--- src/rtl/frame_arbiter.sv ---
// Round-robin framer sharing one 8b/10b+CRC encoder between two byte sources (SOF, data, EOF, CRC tail, gap).
// Latency: valid->SOF 1 cycle, byte->datain 1 cycle; backpressure: symbol holds and ready drops while enc_ready is low.
module frame_arbiter #(
   parameter int MAX_LEN     = 64,
   parameter int TAIL_CYCLES = 6,
   parameter int IDLE_GAP    = 2
) (
   input  logic       clk,
   input  logic       reset,
   input  logic       req0_valid,
   input  logic [7:0] req0_data,
   input  logic       req0_last,
   output logic       req0_ready,
   input  logic       req1_valid,
   input  logic [7:0] req1_data,
   input  logic       req1_last,
   output logic       req1_ready,
   input  logic       enc_ready,
   output logic       pushin,
   output logic       startin,
   output logic [8:0] datain,
   output logic [1:0] grant,
   output logic       busy,
   output logic       err_len
);

   typedef enum logic [2:0] {
      S_IDLE,
      S_SOF,
      S_DATA,
      S_EOF_LOAD,
      S_EOF,
      S_TAIL,
      S_GAP
   } state_t;

   localparam logic [8:0] SOF_SYM   = 9'h1FB;
   localparam logic [8:0] EOF_SYM   = 9'h1BC;
   localparam logic [7:0] MAX_LEN_B = 8'(MAX_LEN);
   localparam logic [7:0] TAIL_LAST = 8'(TAIL_CYCLES - 1);
   localparam logic [7:0] GAP_LAST  = 8'(IDLE_GAP - 1);
   localparam bit         NO_GAP    = (IDLE_GAP == 0);

   state_t     state;
   logic [7:0] count;
   logic [7:0] wait_cnt;
   logic       last_grant;

   logic       take_phase;
   logic       out_free;
   logic       consume;
   logic       accept;
   logic [7:0] sel_data;
   logic       sel_last;
   logic       len_hit;
   logic       any_vld;
   logic       pick1;
   logic       tail_done;
   logic       gap_done;
   logic       rearb;

   // Bytes are taken while SOF is still pending so a frame streams with no bubble after SOF.
   assign take_phase = (state == S_SOF) || (state == S_DATA);
   assign out_free   = !pushin || enc_ready;
   assign consume    = pushin && enc_ready;

   assign req0_ready = take_phase && grant[0] && out_free;
   assign req1_ready = take_phase && grant[1] && out_free;

   assign accept   = (req0_ready && req0_valid) || (req1_ready && req1_valid);
   assign sel_data = grant[1] ? req1_data : req0_data;
   assign sel_last = grant[1] ? req1_last : req0_last;
   assign len_hit  = (count + 8'd1) == MAX_LEN_B;

   assign any_vld = req0_valid || req1_valid;
   assign pick1   = req1_valid && (!req0_valid || !last_grant);

   // The final gap cycle doubles as the arbitration cycle, so the next SOF lands right after the gap.
   assign tail_done = (state == S_TAIL) && (wait_cnt == TAIL_LAST);
   assign gap_done  = (state == S_GAP) && (wait_cnt == GAP_LAST);
   assign rearb     = (state == S_IDLE) || gap_done || (tail_done && NO_GAP);

   always_ff @(posedge clk) begin
      if (reset) begin
         state      <= S_IDLE;
         pushin     <= 1'b0;
         startin    <= 1'b0;
         datain     <= '0;
         grant      <= '0;
         busy       <= 1'b0;
         err_len    <= 1'b0;
         count      <= '0;
         wait_cnt   <= '0;
         last_grant <= 1'b1;
      end else begin
         err_len <= 1'b0;
         if (rearb) begin
            if (any_vld) begin
               grant      <= pick1 ? 2'b10 : 2'b01;
               last_grant <= pick1;
               datain     <= SOF_SYM;
               pushin     <= 1'b1;
               startin    <= 1'b1;
               count      <= '0;
               busy       <= 1'b1;
               state      <= S_SOF;
            end else begin
               grant <= '0;
               busy  <= 1'b0;
               state <= S_IDLE;
            end
         end else begin
            case (state)
               S_SOF, S_DATA: begin
                  if (accept) begin
                     datain <= {1'b0, sel_data};
                     pushin <= 1'b1;
                     count  <= count + 8'd1;
                     if (sel_last || len_hit) begin
                        state <= S_EOF_LOAD;
                     end else begin
                        state <= S_DATA;
                     end
                     if (len_hit && !sel_last) begin
                        err_len <= 1'b1;
                     end
                  end else if (consume) begin
                     pushin <= 1'b0;
                     if (state == S_SOF) begin
                        count <= '0;
                        state <= S_DATA;
                     end
                  end
               end
               S_EOF_LOAD: begin
                  if (out_free) begin
                     datain <= EOF_SYM;
                     pushin <= 1'b1;
                     state  <= S_EOF;
                  end
               end
               S_EOF: begin
                  if (consume) begin
                     pushin   <= 1'b0;
                     startin  <= 1'b0;
                     wait_cnt <= '0;
                     state    <= S_TAIL;
                  end
               end
               S_TAIL: begin
                  if (tail_done) begin
                     wait_cnt <= '0;
                     state    <= S_GAP;
                  end else begin
                     wait_cnt <= wait_cnt + 8'd1;
                  end
               end
               S_GAP: begin
                  wait_cnt <= wait_cnt + 8'd1;
               end
               default: begin
                  state <= S_IDLE;
               end
            endcase
         end
      end
   end

endmodule

--- config.mk ---
export PLATFORM = sky130hd
export DESIGN_NAME = frame_arbiter
export DESIGN_NICKNAME = d
export VERILOG_FILES = /design/src/rtl/frame_arbiter.sv
export SDC_FILE = /design/constraint.sdc
export NUM_CORES = 1
export LEC_CHECK = 0
export CORE_ASPECT_RATIO = 0.5
export CORE_MARGIN = 2
export CORE_UTILIZATION = 51
export CTS_CLUSTER_SIZE = 30
export DETAILED_ROUTE_END_ITERATION = 8
export PLACE_DENSITY = 0.78
export SYNTH_ARGS = -nofsm -noshare
export SYNTH_HDL_FRONTEND = slang
export SYNTH_SLANG_ARGS = --single-unit
--- constraint.sdc ---
create_clock -name clk -period 2.8 [get_ports clk]
set_input_delay 0.28 -clock clk [delete_from_list [all_inputs] [get_ports clk]]
set_output_delay 0.28 -clock clk [all_outputs]
set_load 0.005 [all_outputs]
After elaboration in Yosys (flattened, before gate mapping) --
Cells that the tools add are included.
Word-level totals: output and inout port bits 17, logic and storage cells 112, flip-flop bits (word level) 35
Cells by class: muxes and demuxes 39, bitwise logic cells 3, $add $sub $neg 2, reductions and logical operators 40, equal/unequal tests 18
Operator list (count):
- 8-bit 2-to-1 mux | 9
- 9-bit 2-to-1 mux | 4
- 8-bit one-hot mux with 3 select lines | 1
- 3-bit 2-to-1 mux | 7
- 9-bit one-hot mux with 2 select lines | 1
- 8-bit by 1-bit adder with 8-bit output, second input constant | 2
- 3-bit one-hot mux with 5 select lines | 1
- 1-bit 2-to-1 mux | 13
- 3-bit inequality test, second input constant | 4
- 3-bit nonzero test | 4
- 1-bit logical AND | 11
- 3-bit == test, second input constant | 3
- 3-bit AND reduction | 3
- 8-bit by 1-bit == test with 1-bit output, second input constant | 1
- 8-bit by 3-bit == test with 1-bit output, second input constant | 1
- 8-bit by 7-bit == test with 1-bit output, second input constant | 1
- 4-bit inequality test, second input constant | 2
- 4-bit AND reduction | 2
- 1-bit logical OR | 7
- 3-bit by 2-bit == test with 1-bit output, second input constant | 2
- 2-bit inequality test, second input constant | 3
- 6-bit AND reduction | 1
- 2-bit nonzero test | 3
- 1-bit zero test | 4
- 9 further kinds | 12

Longest topological paths before layout --
depth in word-level cells 9, gate-level depth with buffers 9, depth with buffers taken out 8

Worst setup path before layout --
Ideal clock, no wire load.
kind register -> register, start point register wait_cnt[0], end point register count[4], cell stages (with the launch flop) 9, period minus slack after synthesis 1.931 ns, slack 0.869 ns, arrival time 1.799 ns, buffers on the path 1, path through dfxtp_1 -> ha_1 -> nor4bb_1 -> a31oi_1 -> or2_2 -> clkbuf_1 -> o21a_1 -> o21ai_0 -> a21oi_1
Between the ends: word-level cells in the longest chain between the ends 5
Ends and longest elaborated chain:
- start: declaration | RTL line 46 | logic [7:0] wait_cnt;
- start signal: assignment | RTL line 155 | wait_cnt <= wait_cnt + 8'd1;
- start signal: assignment | RTL line 159 | wait_cnt <= wait_cnt + 8'd1;
- 8-bit by 1-bit == test with 1-bit output * | RTL line 80 | assign gap_done = (state == S_GAP) && (wait_cnt == GAP_LAST);
- 1-bit logical AND * | RTL line 80
- 1-bit logical OR * | RTL line 81 | assign rearb = (state == S_IDLE) || gap_done || (tail_done && NO_GAP);
- 2-bit inequality test (no line), or another cell as far along
- 4-bit AND reduction (no line)
- end signal: assignment | RTL line 118 | count <= count + 8'd1;
- end: declaration | RTL line 45 | logic [7:0] count;
Mark *: on every way between the ends. The rest lies on a longest branch, timed or not. A chain may end at the register's enable or synchronous reset.

Worst setup path in the final report --
start point input enc_ready, end point output req1_ready
Between the ends: word-level cells in the longest chain between the ends 2
Ends and longest elaborated chain:
- start: declaration | RTL line 18 | input logic enc_ready,
- 1-bit logical OR | RTL line 64 | assign out_free = !pushin || enc_ready;
- 1-bit logical AND | RTL line 68 | assign req1_ready = take_phase && grant[1] && out_free;
- end: declaration | RTL line 17 | output logic req1_ready,
Every way passes these cells.

==> results.txt <==
initial antenna violation count: 0
crit-path most repeated cell: clkdlybuf4s50_1
Inst Count DP: 316
reg-to-reg startpoint: wait_cnt[0]
fillcell total: 280
die area: 4378 µm²
peak supply drop: 402.7 µV
Core ar.: 3547 µm²
Synth area leader: dfxtp_1
Avg Cell Area, Syn: 8.399 µm²
PostCTS Resize Cnt: 0
clock sinks: 35
worst-path cell chain: clkdlybuf4s50_1 -> nor2b_1 -> nor3_1 -> and2_1 -> clkdlybuf4s50_1
critical path's slowest cell: nor2b_1
vias in the first global route: 1713
Syn Inst Count: 233
FMAX: 423.9 MHz
Post-synth EDFFs: 0
final worst-path cycle share: 0.8426
Fin Clk Skew: 0.005434 ns
DR vias/cell: 5.670
status: finished, final reports clean
hpwl dp: 3432 µm
leakage power: 0.8929 nW
Worst-path clk slew: 0.07 ns
GR Util All Layers: 0.2268
crit-path max cell delay: 0.54 ns
post-synthesis cell type count: 54
largest cells by area after synthesis: dfxtp_1, nor2_1, mux2i_1
TNS Setup: 0 ns
class of the worst hold path: flip-flop to flip-flop
reg2reg end: datain[6]
total wire length: 4692 µm
r2r setup slk: 0.56 ns
Longest Clk Path Bufs: 2
Site Rows: 15
htree depth: 2
Worst setup SP type: input port
worst endpoint data arrival time: 2.08 ns
Final setup viols: 0
launch point of the worst hold path: busy
max_slew headroom: 0.5410
GRT Residual Overflow: 0
Seq/Total Area, Yosys: 0.3581
total CTS buffers: 5
CTS tree: built
asr flop ratio synth: 0
ANT cells: 0
non-filler cells, final: 324
Hold EP: busy
max_cap viols: 0
I/O Buffers: 39
# IOs: 40
syn nets: 259
Final Hold Fails: 0
worst skew pair latency: 0.29 ns
first-pass GRT wire length: 7665 µm
Die Y-Extent: 47.80 µm
RD Place Congestion: 0.8631
design area: 2515 µm²
Worst Reg-to-Reg Cells: 7
RSZ-0062 raised after global routing: no
fin util: 0.7090
Post-DRT Antenna Nets: 0
post-synthesis cell area: 1957 µm²
Final Max Tran Viols: 0
Worst EP required: 2.52 ns
DR vias: 1837
final net count: 298
clk root buf: clkbuf_8
post-synth top area share: 0.3581
layout cells sized above 1: 0.1026
most frequent cells after synthesis: dfxtp_1, nor2_1, nand2_1
Initial DRC Count: 50
drt first pass iters: 4
critical path type: input port to primary output
Hold-fix buffers, CTS: 0
Syn-to-layout area delta: 28.52%
largest net degree at the start of global routing: 29
worst-path fanout max: 5
crit end category: primary output
Die X: 91.60 µm
postcts setup bufs: 0
placed inst area: 2397 µm²
Synth warnings: 0
Slew @ Worst Pin: 0.6875 ns
fin crit period: 2.359 ns
top_reg_cell synth: dfxtp_1
# DRC: 0
Yosys reg bits: 35
Cells on Worst Hold Path: 2
DR WL/cell: 14.48 µm
initial core utilization: 0.5517
pwr dens: 833.5 nW/µm²
worst max-delay path, delay by kind of cell:
kind	cells	cell delay (ns)
buffers and inverters	2	0.89
AND/OR/NAND/NOR	3	0.90
cell type report:
cell class / count / area, µm² / share of cell area
inverter: 3 / 11.26 / 0.004478
multi-input combinational: 182 / 1186 / 0.4716
clock inverter: 2 / 35.03 / 0.01393
clock buffer: 6 / 82.58 / 0.03284
timing repair buffer: 45 / 435.4 / 0.1731
tap: 51 / 63.81 / 0.02537
sequential: 35 / 700.7 / 0.2786
kinds of logic after synthesis:
group	count (synthesis)	synth area share
AO/OA/AOI/OAI	65	0.2423
XOR/XNOR	9	0.04412
adder cells (fa/ha/maj)	3	0.01918
buffers and inverters	16	0.03580
flip-flops	35	0.3581
multiplexers	12	0.06266
AND/OR/NAND/NOR	93	0.2379
sequential cells by signal (all words and copies together) (netlist names):
| register | cells |
|---|---|
| count | 8 |
| err_len | 1 |
| wait_cnt | 8 |
| state | 3 |
| grant | 2 |
| startin | 1 |
| busy | 1 |
| last_grant | 1 |
| pushin | 1 |
| datain | 9 |
where the power goes:
group / switching (mW) / internal [mW] / total (mW) / leakage [nW]
combinational: 0.475 / 0.459 / 0.934 / 0.545
sequential: 0.0890 / 0.600 / 0.689 / 0.287
clock: 0.185 / 0.288 / 0.473 / 0.0612
total: 0.749 / 1.35 / 2.10 / 0.893
layer usage:
metal	routed length (µm)	track usage
met1	2124	0.2710
met2	2220	0.4191
met3	296	0.05827
met4	51	0.08182
met5	0	0
worst max-delay path by stage:
stage,start,to,slack [ns],cells past startpoint
2_1_floorplan,wait_cnt[0],count[4],0.87,8
6_report,enc_ready,req1_ready,0.44,5
5_1_grt,enc_ready,req1_ready,0.27,5
4_1_cts,enc_ready,req1_ready,0.44,5
3_3_place_gp,enc_ready,req1_ready,0.50,5
3_5_place_dp,enc_ready,req1_ready,0.47,5
placed cells by master, fill, tap and decap left out, types with 5 or more instances in the layout:
cell	n
a21oi_1	14
dfxtp_1	35
a211oi_1	8
o21ai_0	11
nand2b_1	5
mux2i_1	10
clkbuf_8	6
clkdlybuf4s50_1	39
nor3_1	6
buf_4	6
nand2_1	21
nand3_1	8
nor2_1	35
xor2_1	6
a311oi_1	6
per-stage QoR:
stage | power, mW | hold slack [ns] | setup WS [ns]
after global placement | 1.604 | 0.4453 | 0.4965
final | 2.096 | 0.4587 | 0.4407
after floorplan | 1.291 | 0.3757 | 0.8690
after global routing | 2.237 | 0.4802 | 0.2739
after detailed placement | 1.628 | 0.4517 | 0.4675
after CTS | 2.102 | 0.4617 | 0.4383
(Power assumes the default switching activity.)
